$ cat src/rtl/uart_pc_frame_rx.sv
// UART 8N1 receive front-end: deserialises bytes and assembles 15 of them into
// the 120-bit host command word, discarding malformed bytes and stalled frames.
module uart_pc_frame_rx #(
    parameter int unsigned CLKS_PER_BIT = 434,
    parameter int unsigned IDLE_TIMEOUT = 32
) (
    input  logic         clk,
    input  logic         rst_n,
    input  logic         rxd,
    output logic [119:0] pc_data,
    output logic         pc_valid,
    output logic         frame_err,
    output logic         drop,
    output logic         busy
);

    localparam int unsigned HALF_BIT    = CLKS_PER_BIT / 2;
    localparam int unsigned CNT_W       = $clog2(CLKS_PER_BIT);
    localparam int unsigned GAP_MAX     = IDLE_TIMEOUT * CLKS_PER_BIT;
    localparam int unsigned GAP_W       = $clog2(GAP_MAX + 1);
    localparam int unsigned FRAME_BYTES = 15;

    typedef enum logic [1:0] {
        IDLE,
        START,
        DATA,
        STOP
    } state_t;

    state_t             state;
    logic               rx_meta;
    logic               rxs;
    logic               armed;
    logic [CNT_W-1:0]   bit_cnt;
    logic [2:0]         bit_idx;
    logic [7:0]         shreg;
    logic [111:0]       asm_q;
    logic [3:0]         byte_cnt;
    logic [GAP_W-1:0]   gap_cnt;

    // Bit FSM, frame assembly and idle timeout share one register block.
    always_ff @(posedge clk) begin
        if (rst_n) begin
            state     <= IDLE;
            rx_meta   <= 1'b1;
            rxs       <= 1'b1;
            armed     <= 1'b1;
            bit_cnt   <= '0;
            bit_idx   <= '0;
            shreg     <= '0;
            asm_q     <= '0;
            byte_cnt  <= '0;
            gap_cnt   <= '0;
            pc_data   <= '0;
            pc_valid  <= 1'b0;
            frame_err <= 1'b0;
            drop      <= 1'b0;
        end else begin
            rx_meta   <= rxd;
            rxs       <= rx_meta;
            pc_valid  <= 1'b0;
            frame_err <= 1'b0;
            drop      <= 1'b0;

            case (state)
                IDLE: begin
                    if (rxs) begin
                        armed <= 1'b1;
                    end
                    // A start edge takes priority over a simultaneous timeout.
                    if (!rxs && armed) begin
                        state   <= START;
                        bit_cnt <= '0;
                        gap_cnt <= '0;
                    end else if (byte_cnt != 4'd0) begin
                        if (gap_cnt == GAP_W'(GAP_MAX - 1)) begin
                            byte_cnt <= '0;
                            drop     <= 1'b1;
                            gap_cnt  <= '0;
                        end else begin
                            gap_cnt <= gap_cnt + 1'b1;
                        end
                    end
                end

                START: begin
                    if (bit_cnt == CNT_W'(HALF_BIT - 1)) begin
                        bit_cnt <= '0;
                        bit_idx <= '0;
                        state   <= rxs ? IDLE : DATA;
                    end else begin
                        bit_cnt <= bit_cnt + 1'b1;
                    end
                end

                DATA: begin
                    if (bit_cnt == CNT_W'(CLKS_PER_BIT - 1)) begin
                        bit_cnt <= '0;
                        shreg   <= {rxs, shreg[7:1]};
                        bit_idx <= bit_idx + 3'd1;
                        if (bit_idx == 3'd7) begin
                            state <= STOP;
                        end
                    end else begin
                        bit_cnt <= bit_cnt + 1'b1;
                    end
                end

                STOP: begin
                    if (bit_cnt == CNT_W'(CLKS_PER_BIT - 1)) begin
                        bit_cnt <= '0;
                        state   <= IDLE;
                        if (rxs) begin
                            asm_q <= {asm_q[103:0], shreg};
                            if (byte_cnt == 4'(FRAME_BYTES - 1)) begin
                                pc_data  <= {asm_q, shreg};
                                pc_valid <= 1'b1;
                                byte_cnt <= '0;
                            end else begin
                                byte_cnt <= byte_cnt + 4'd1;
                            end
                        end else begin
                            // Bad stop bit loses the whole partial frame; wait for line high.
                            frame_err <= 1'b1;
                            byte_cnt  <= '0;
                            armed     <= 1'b0;
                        end
                    end else begin
                        bit_cnt <= bit_cnt + 1'b1;
                    end
                end

                default: state <= IDLE;
            endcase
        end
    end

    assign busy = (state != IDLE) || (byte_cnt != 4'd0);

endmodule

$ cat config.mk
export PLATFORM = sky130hd
export DESIGN_NAME = uart_pc_frame_rx
export DESIGN_NICKNAME = d
export VERILOG_FILES = /design/src/rtl/uart_pc_frame_rx.sv
export SDC_FILE = /design/constraint.sdc
export NUM_CORES = 1
export LEC_CHECK = 0
export BUFFER_PORTS_ARGS = -buffer_cell sky130_fd_sc_hd__buf_2
export CORE_AREA = 2 2 144 146
export CTS_BUF_LIST = sky130_fd_sc_hd__clkbuf_16
export DETAILED_ROUTE_END_ITERATION = 7
export DIE_AREA = 0 0 146 148
export PLACE_DENSITY = 0.75
export SKIP_LAST_GASP = 1
export SLEW_MARGIN = 20
export SYNTH_ARGS = -nofsm -noshare
export SYNTH_HDL_FRONTEND = slang
export SYNTH_SLANG_ARGS = --single-unit
$ cat constraint.sdc
create_clock -name clk -period 1.8 [get_ports clk]
set_clock_uncertainty 0.15 [all_clocks]
set_input_delay 0.18 -clock clk [delete_from_list [all_inputs] [get_ports clk]]
set_output_delay 0.18 -clock clk [all_outputs]
set_load 0.01 [all_outputs]
==> out/metrics.cfg, run 1 <==
[layout]
mostFrequentLayoutCell=nand2_1
antenna_cells=0
area_delta_synth_final_pct=48.3
layout_common_cells=nand2_1 (371), dfxtp_1 (266), a21oi_1 (150)
design_area_sq_mm=0.0153
drive_above_1_share_pct=37.6
nNetsFinal=1511
fin_util_pct=76.5

[cts]
h-tree-depth=1
insertion_delay_ps=550
clock-sinks=278
cts_made_buffers=28
cts_tree=built
cts.path.max_buffers=3
clk_pin_slew_ps=70
root_buffer=clkbuf_16

[flow_run]
maxCapViolations=0

[critical_path]
endpoint_kind=flip-flop
path_max_fanout=11
r2r_setup_slack_ps=-320
worst-r2r-cell-count=9
startpoint_type=flip-flop
r2r-end=asm_q[6]
path_class=reg -> reg
cp.arrival_ps=2390
r2r-start=bit_cnt[0]
cp.required_ps=2070

[synth]
syn-cell-area_sq_mm=0.0103
ys_seq_area_share_pct=53.9
syn_inst=1293
synth_flop_cell=dfxtp_1
synth_cell_types=62
mappedNetlistNets=1305
syn_area_per_cell_sq_um=7.99
yosysWarnings=0
postSynth.asyncResetShare_pct=0
synth-seq-cells=278
synth_enable_flop_cells=0

[detailed_routing]
drt_pass1_iterations=7
wl_microns=36400
vias_per_cell=5.93
routedWlPerCell_microns=20.3
vias=10600
antenna_left=0
drt_iter0_markers=933
remaining_drc_errors=0

[floorplanning]
core_sq_mm=0.0200
fp-row-count=52
die_h_microns=148
dieArea_sq_mm=0.0216
boundaryPins=127
initial_core_util_pct=51.6
die_w_microns=146

[placed_design]
port_buffers=126
dpl-instance-area_sq_mm=0.0118
gp_congestion=0.855
place_hpwl_microns=16300

[sta]
max_freq_ghz=0.471
relSlewSlack_pct=63.4
fin_crit_sh_pct=118
slew_viol_final=0
fin_hold_ws_ps=290
worst_pin_slew_ps=542
rsz0062_at_grt=yes
worst_slack_ps=-321
final_hold_viol_count=0
min_period_ps=2120
setup_viol=251
setup_tns_ps=-22560

[grt]
top_usage_layer=met2
met2_usage_pct=40.7
grt_pass1_wl_microns=43600
grt.met1_usage_pct=31.7
overflow=0
grt_use_total_pct=24.0
grt_start_max_net_pins=93
antenna_found_initial=0
grt_use_met3_pct=4.20
grt_pass1_vias=8984

[power]
p_leak_nw=6.46
max-vdd-ir-drop_mv=0.787
power_density_mw_per_mm2=793

[status]
status=finished, violations left
violations=setup timing

[hold_path]
hold_path_class=reg -> reg
min_path_cells=1
min_to=rxs
min_from=rx_meta

[layout make-up]
type	count	area, sq um
clock buffer	29	726
clock inverter	21	153
fill	1176	4720
inverter	10	42.5
multi-input combinational	915	5730
sequential	278	5590
tap	270	338
timing repair buffer	266	2740
[through the flow]
| step | setup slack [ps] | cells | power (mW) |
|---|---|---|---|
| floorplan | -95.3 | 1293 | 6.46 |
| global placement | -227 | 1681 | 6.55 |
| detailed placement | -212 | 1681 | 6.55 |
| CTS | -107 | 1751 | 12.0 |
| global route | -300 | 1789 | 12.4 |
| finish | -321 | 1789 | 12.1 |
[registers in the layout (all words and copies together), names as in the netlist, 3 cells and up, named ones only]
register / flops
gap_cnt: 14
byte_cnt: 4
shreg: 8
pc_data: 120
bit_cnt: 9
asm_q: 112
bit_idx: 3
[critical path, cell delays in order, from the launching register on]
cell and delay [ps]:
dfxtp_2 380, ha_4 150, nand4b_1 110, buf_6 160, nor3_4 180, buf_6 170, buf_12 160, buf_8 150
nand2_1 70, a21oi_1 320
[logic make-up (layout without fill, tap and decap cells)]
kind of cell / count (synthesis) / in the layout / share of synthesized area (%)
buf+inv: 100 / 326 / 4.07
compound gates: 304 / 304 / 16.1
fa+ha+maj: 9 / 9 / 1.09
simple gates: 591 / 591 / 23.8
flops: 278 / 278 / 53.9
mux: 11 / 11 / 1.08
[report_power, final]
group,switching [mW],internal (mW)
Combinational,0.198,0.0962
Sequential,0.0147,6.16
Clock,2.48,3.19
Total,2.69,9.45
[synth_stat cells, types with 4 or more instances]
library cell | n | area, sq um
nand2_1 | 489 | 1840
dfxtp_1 | 278 | 5570
a21oi_1 | 245 | 1230
clkbuf_1 | 53 | 199
buf_2 | 33 | 165
nor2_1 | 19 | 71.3
nand3_1 | 17 | 85.1
o21ai_0 | 14 | 70.1
nor3_1 | 12 | 60.1
mux2i_1 | 10 | 100
ha_1 | 9 | 113
inv_1 | 9 | 33.8
and3_1 | 6 | 37.5
nand4_1 | 6 | 37.5
and4_1 | 5 | 43.8
nor4_1 | 5 | 31.3
nand3b_1 | 4 | 30.0
nor4b_1 | 4 | 35.0
o22ai_1 | 4 | 25.0
o32ai_1 | 4 | 35.0
[metal layers]
metal / up-vias / part of all wire [%]
met5: - / 0
met4: 0 / 5.0
met3: 155 / 7.6
met2: 562 / 49
met1: 5144 / 39
li1: 4751 / -
[what timing repair did]
action	in CTS	in global routing
cloned	9	30
setup endpoints to repair	258	273
hold buffers	3	0
buffers inserted	9	8
gates resized for setup	75	333
pin swaps	17	136
endpoints found under the hold margin	8	0
[how the worst max path moves through the flow]
stage / cells after the start / endpoint / start / slack [ps]
6_report: 9 / asm_q[6] / bit_cnt[0] / -320
3_3_place_gp: 6 / frame_err / bit_cnt[1] / -230
2_1_floorplan: 9 / asm_q[101] / bit_cnt[1] / -100
5_1_grt: 8 / asm_q[6] / state[0] / -300
3_5_place_dp: 6 / frame_err / bit_cnt[1] / -210
4_1_cts: 8 / pc_data[65] / bit_cnt[6] / -110
Note: power is estimated with default switching activity, not from simulation.
==> run 2: changes to the inputs <==
--- a/config.mk
+++ b/config.mk
@@ -10,7 +10,7 @@
 export CTS_BUF_LIST = sky130_fd_sc_hd__clkbuf_16
 export DETAILED_ROUTE_END_ITERATION = 7
 export DIE_AREA = 0 0 146 148
-export PLACE_DENSITY = 0.75
+export PLACE_DENSITY = 0.81
 export SKIP_LAST_GASP = 1
 export SLEW_MARGIN = 20
 export SYNTH_ARGS = -nofsm -noshare
==> run 2 against run 1 <==
Effect of this change:
- flip-flop and latch count unchanged
- largest power group unchanged
- critical path type unchanged
- the flow finishes with violations (hold timing, setup timing)
- highest routed layer unchanged
- count of clock-buffer cells in the layout fell by 2
- die area unchanged
- first-iteration DRC count fell by 14%
- register-to-register slack improved by 170 ps
- maximum frequency rose by 8.7%
- sequential share of layout area grew 2.9 points
- global-route usage shrank 2.0 points
==> out/metrics.cfg, run 2 (synthesis gave the netlist of run 1 again) <==
[grt]
overflow=0  ; unchanged
top_usage_layer=met2
grt_pass1_vias=8482  ; -5.6%
grt_start_max_net_pins=90  ; -3.2%
grt_use_total_pct=22.0  ; -2.0 points
grt.met1_usage_pct=29.1  ; -2.6 points
met2_usage_pct=38.0  ; -2.7 points
grt_use_met3_pct=3.30  ; -0.90 points
antenna_found_initial=0  ; unchanged
grt_pass1_wl_microns=40500  ; -7.1%

[layout]
antenna_cells=0  ; unchanged
multi_input_area_sq_mm=0.00511  ; -11%
layout.area.seq_sq_mm=0.00558  ; about the same
mostFrequentLayoutCell=nand2_1
area_delta_synth_final_pct=37.4
biggestRegsByFlops=pc_data (120), asm_q (112), gap_cnt (14)
nNetsFinal=1489  ; -1.5%
largest-register=pc_data
fillers=1363  ; +16%
layout_common_cells=nand2_1 (428), dfxtp_1 (270), a21oi_1 (214)
design_area_sq_mm=0.0142  ; -7.3%
drive_above_1_share_pct=28.9  ; -8.7 points
largest_reg_flops=120  ; unchanged

[floorplanning]
initial_core_util_pct=51.6  ; unchanged
boundaryPins=127  ; unchanged
die_w_microns=146  ; unchanged
die_h_microns=148  ; unchanged
core_sq_mm=0.0200  ; unchanged
fp-row-count=52  ; unchanged
dieArea_sq_mm=0.0216  ; unchanged

[sta]
relSlewSlack_pct=64.9  ; +1.5 points
worst_slack_ps=-152  ; +170 ps
slew_viol_final=0  ; unchanged
max_freq_ghz=0.512  ; +8.7%
worst_pin_slew_ps=526  ; -16.0 ps
rsz0062_at_grt=yes
fin_hold_ws_ps=-4.11  ; -294 ps
final_hold_viol_count=1  ; +1
min_period_ps=1950  ; -170 ps
setup_viol=239  ; -4.8%
setup_tns_ps=-12800  ; +9760 ps
fin_crit_sh_pct=108  ; -9.4 points

[detailed_routing]
wl_microns=30600  ; -16%
drt_pass1_iterations=5  ; -2
routedWlPerCell_microns=17.4  ; -15%
vias_per_cell=5.68  ; -4.2%
antenna_left=0  ; unchanged
remaining_drc_errors=0  ; unchanged
vias=10000  ; -5.4%
drt_iter0_markers=804  ; -14%

[placed_design]
port_buffers=126  ; unchanged
place_hpwl_microns=16300  ; -0.26%
gp_congestion=0.888  ; +3.8%
place_ws_ps=-204  ; +8.52 ps
dpl-instance-area_sq_mm=0.0118  ; -0.49%

[status]
status=finished, violations left
violations=hold timing, setup timing

[critical_path]
cp.required_ps=2130  ; +60 ps
endpoint_kind=flip-flop
r2r_setup_slack_ps=-150  ; +170 ps
r2r-end=asm_q[28]
path_max_fanout=6  ; -5
worst-r2r-cell-count=10  ; +1
startpoint_type=flip-flop
cp.arrival_ps=2280  ; -110 ps
path_class=reg -> reg
crit_path_start=bit_cnt[1]
r2r-start=bit_cnt[1]

[power]
max-vdd-ir-drop_mv=0.749  ; -4.9%
p_leak_nw=5.38  ; -17%
power_density_mw_per_mm2=849  ; +7.1%

[hold_path]
min_from=rst_n
hold_path_class=in -> reg
min_to=gap_cnt[13]
min_path_cells=4  ; +3

[flow_run]
maxCapViolations=0  ; unchanged

[cts]
clock-sinks=278  ; unchanged
cts_tree=built
clk_pin_slew_ps=70  ; about the same
cts.path.max_buffers=3  ; unchanged
cts_made_buffers=27  ; -3.6%
insertion_delay_ps=550  ; about the same
root_buffer=clkbuf_16
h-tree-depth=1  ; unchanged

==> run 2: how the worst max path moves through the flow <==
| stage | end | slack [ps] |
|---|---|---|
| floorplan | asm_q[101] | -100 |
| global placement | bit_cnt[3] | -130 |
| detailed placement | bit_cnt[2] | -200 |
| CTS | gap_cnt[13] | -60 |
| global route | asm_q[28] | -210 |
| finish | asm_q[28] | -150 |
==> run 2: metrics by stage <==
stage,instances,utilization [%],power [mW],hold slack [ps]
final,1765,70.8,12.0,-4.11
after global routing,1765,70.8,12.3,10.7
after CTS,1733,64.0,12.0,2.53
after detailed placement,1680,58.8,6.54,217
after global placement,1680,58.8,6.54,212
after floorplan,1293,-,6.46,134
==> run 2: layer usage <==
| metal | vias up | part of all wire, % |
|---|---|---|
| li1 | 4701 | - |
| met1 | 4810 | 40 |
| met2 | 450 | 50 |
| met3 | 73 | 7.4 |
| met4 | 0 | 2.4 |
| met5 | - | 0 |
==> run 2: cell type report <==
| type | count | share of cell area, % |
|---|---|---|
| Clock buffer | 27 | 4.76 |
| Inverter | 10 | 0.282 |
| Multi-Input combinational cell | 915 | 36.0 |
| Sequential cell | 278 | 39.3 |
| Tap cell | 270 | 2.38 |
| Clock inverter | 20 | 1.30 |
| Timing Repair Buffer | 245 | 16.0 |
==> run 2: repair_timing <==
item	CTS	global route
setup buffers	4	9
resized for setup	27	193
pin swaps	2	59
gates cloned	1	24
hold buffers	1	0
hold endpoints to repair	1	0
setup endpoints to repair	258	264
==> run 2: critical path, cell delays in order (launching register included) <==
cell and delay [ps]:
dfxtp_2 320, inv_2 80, ha_4 140, nand4b_1 130
buf_6 170, nor3_4 210, buf_6 200, buf_12 130
clkbuf_16 150, nand2_1 60, a21oi_1 140
==> run 2: where the power goes <==
part	leakage (nW)	internal, mW	switching (mW)
Clock	0.439	3.16	2.43
Combinational	2.70	0.0912	0.183
Sequential	2.24	6.16	0.0158
Total	5.38	9.42	2.63
==> run 3: changes to the inputs <==
--- a/config.mk
+++ b/config.mk
@@ -8,8 +8,10 @@
 export BUFFER_PORTS_ARGS = -buffer_cell sky130_fd_sc_hd__buf_2
 export CORE_AREA = 2 2 144 146
 export CTS_BUF_LIST = sky130_fd_sc_hd__clkbuf_16
+export CTS_CLUSTER_SIZE = 24
 export DETAILED_ROUTE_END_ITERATION = 7
 export DIE_AREA = 0 0 146 148
+export GPL_TIMING_DRIVEN = 0
 export PLACE_DENSITY = 0.81
 export SKIP_LAST_GASP = 1
 export SLEW_MARGIN = 20
==> run 3 against run 2 <==
Effect of this change:
- the run ends with setup timing left
- non-clock buffer count increased by 26
- largest cell class unchanged
- count of clock-buffer cells in the layout increased by 2
- global-route usage increased by 2.0 points
- first-iteration DRC count decreased by 5.0%
- critical path depth unchanged
- sequential power about the same
- combinational power increased by 5%
- wire length increased by 3.4%
- register-to-register slack got worse by 98 ps
- flip-flop and latch count unchanged
- via count increased by 1.4%
==> out/metrics.cfg, run 3 (synthesis gave the netlist of run 1 again) <==
[grt]
grt_pass1_wl_microns=43300  ; +6.8%
antenna_found_initial=0  ; unchanged
grt_use_total_pct=24.0  ; +2.0 points
grt_start_max_net_pins=15  ; -83%
overflow=0  ; unchanged
grt_pass1_vias=9010  ; +6.2%

[detailed_routing]
vias_per_cell=5.66  ; -0.40%
vias=10200  ; +1.4%
wl_microns=31700  ; +3.4%
antenna_left=0  ; unchanged
drt_iter0_markers=764  ; -5.0%
routedWlPerCell_microns=17.6  ; +1.5%
drt_pass1_iterations=5  ; unchanged
remaining_drc_errors=0  ; unchanged

[critical_path]
cp_cell_sequence=inv_4, ha_4, nand3_4, nor4_4, buf_6, buf_12, buf_12, buf_8, nand2_2, a21oi_2
max_stage_delay_ps=370  ; +50 ps
cpMostUsedCell=buf_12
endpoint_kind=flip-flop
startpoint_type=flip-flop
slowest_stage=dfxtp_4
cp.arrival_ps=2380  ; +100 ps
path_class=reg -> reg
cp.required_ps=2130  ; about the same
path_max_fanout=5  ; -1

[sta]
fin_hold_ws_ps=32.7  ; +36.8 ps
worst_pin_slew_ps=747  ; +220 ps
max_freq_ghz=0.488  ; -4.8%
worst_slack_ps=-250  ; -98.3 ps
fin_crit_sh_pct=114  ; +5.5 points
slew_viol_final=0  ; unchanged
min_period_ps=2050  ; +98.3 ps
final_hold_viol_count=0  ; -1
setup_viol=254  ; +6.3%
relSlewSlack_pct=50.2  ; -15 points
rsz0062_at_grt=yes

[placed_design]
gp_congestion=0.872  ; -1.7%
place_hpwl_microns=17400  ; +7.0%
port_buffers=126  ; unchanged
place_ws_ps=-667  ; -464 ps
dpl-instance-area_sq_mm=0.0113  ; -3.9%

[cts]
cts_made_buffers=29  ; +7.4%
root_buffer=clkbuf_16
clock-sinks=278  ; unchanged
h-tree-depth=1  ; unchanged
cts_tree=built
insertion_delay_ps=560  ; about the same
clk_pin_slew_ps=60  ; about the same
cts.path.max_buffers=3  ; unchanged

[status]
status=finished, violations left
violations=setup timing

[power]
p_leak_nw=6.01  ; +12%
power_density_mw_per_mm2=864  ; +1.8%
max-vdd-ir-drop_mv=0.819  ; +9.4%

[layout]
biggestRegsByFlops=pc_data (120), asm_q (112), gap_cnt (14)
largest_reg_flops=120  ; unchanged
layout.area.seq_sq_mm=0.00559  ; +0.18%
fillers=1414  ; +3.7%
mostFrequentLayoutCell=nand2_1
antenna_cells=0  ; unchanged
multi_input_area_sq_mm=0.00546  ; +7.0%
fin_util_pct=72.7  ; +1.8 points
nNetsFinal=1517  ; +1.9%
largest-register=pc_data
area_delta_synth_final_pct=40.9
drive_above_1_share_pct=33.2  ; +4.3 points
design_area_sq_mm=0.0146  ; +2.6%
layout_common_cells=nand2_1 (418), dfxtp_1 (264), a21oi_1 (162)

[floorplanning]
fp-row-count=52  ; unchanged
boundaryPins=127  ; unchanged
die_h_microns=148  ; unchanged
core_sq_mm=0.0200  ; unchanged
initial_core_util_pct=51.6  ; unchanged
die_w_microns=146  ; unchanged
dieArea_sq_mm=0.0216  ; unchanged

[hold_path]
hold_path_class=in -> reg

[flow_run]
maxCapViolations=0  ; unchanged

==> run 3: cell count changes in the layout (fill, tap and decap cells not counted), moves of 15 or more <==
cell / previous run / this run
a21oi_1: 214 / 162
a21oi_2: 31 / 83
buf_12: 23 / 8
buf_4: 57 / 23
buf_8: 4 / 23
clkbuf_1: 0 / 30
==> run 3: critical path: cells and delay by family (launching register included) <==
family	cells	cell delay [ps]
AND/OR/NAND/NOR	3	520
AO/OA/AOI/OAI	1	140
adder cells (fa/ha/maj)	1	150
buffers and inverters	5	640
flip-flops	1	370
==> run 3: report_power, final <==
part | internal, mW | switching (mW)
sequential | 6.16 | 0.0198
combinational | 0.0791 | 0.208
clock | 3.63 | 2.49
total | 9.87 | 2.71
==> run 3: final cells by class <==
cell class / instances / share of cell area [%]
Tap cell: 270 / 2.32
Sequential cell: 278 / 38.4
Timing Repair Buffer: 188 / 9.76
Inverter: 10 / 0.292
Clock buffer: 29 / 4.98
Multi-Input combinational cell: 915 / 37.5
Clock inverter: 24 / 1.62
Buffer: 83 / 5.11
==> run 3: stage by stage <==
step,setup TNS [ps],total power [mW],instances
global placement,-124870,6.52,1689
finish,-33990,12.6,1797
detailed placement,-125980,6.53,1689
global route,-49120,12.9,1797
CTS,-24470,12.5,1763
floorplan,-3910,6.46,1293
==> run 3: layer usage <==
layer / global-route usage [%] / share of wire, % / vias up
li1: - / - / 4772
met1: 30.8 / 40 / 4880
met2: 41.5 / 50 / 425
met3: 4.01 / 6.1 / 98
met4: 8.16 / 3.9 / 0
met5: 0 / 0 / -
==> run 3: path summary, 6_finish.rpt <==
kind	from	to	slack (ps)	depth (start not counted)
max	byte_cnt[0]	pc_data[101]	-250	10
min	rst_n	gap_cnt[3]	30	4
max reg2reg	byte_cnt[0]	pc_data[101]	-250	10
min reg2reg	rx_meta	rxs	260	1
==> run 3: what timing repair did <==
item                                   in CTS  in global routing
hold buffers                                1                  0
pin swaps                                   9                 92
gates resized for setup                   124                345
setup buffers                              20                 17
setup endpoints to repair                 273                272
cloned                                      5                 23
endpoints found under the hold margin       1                  0
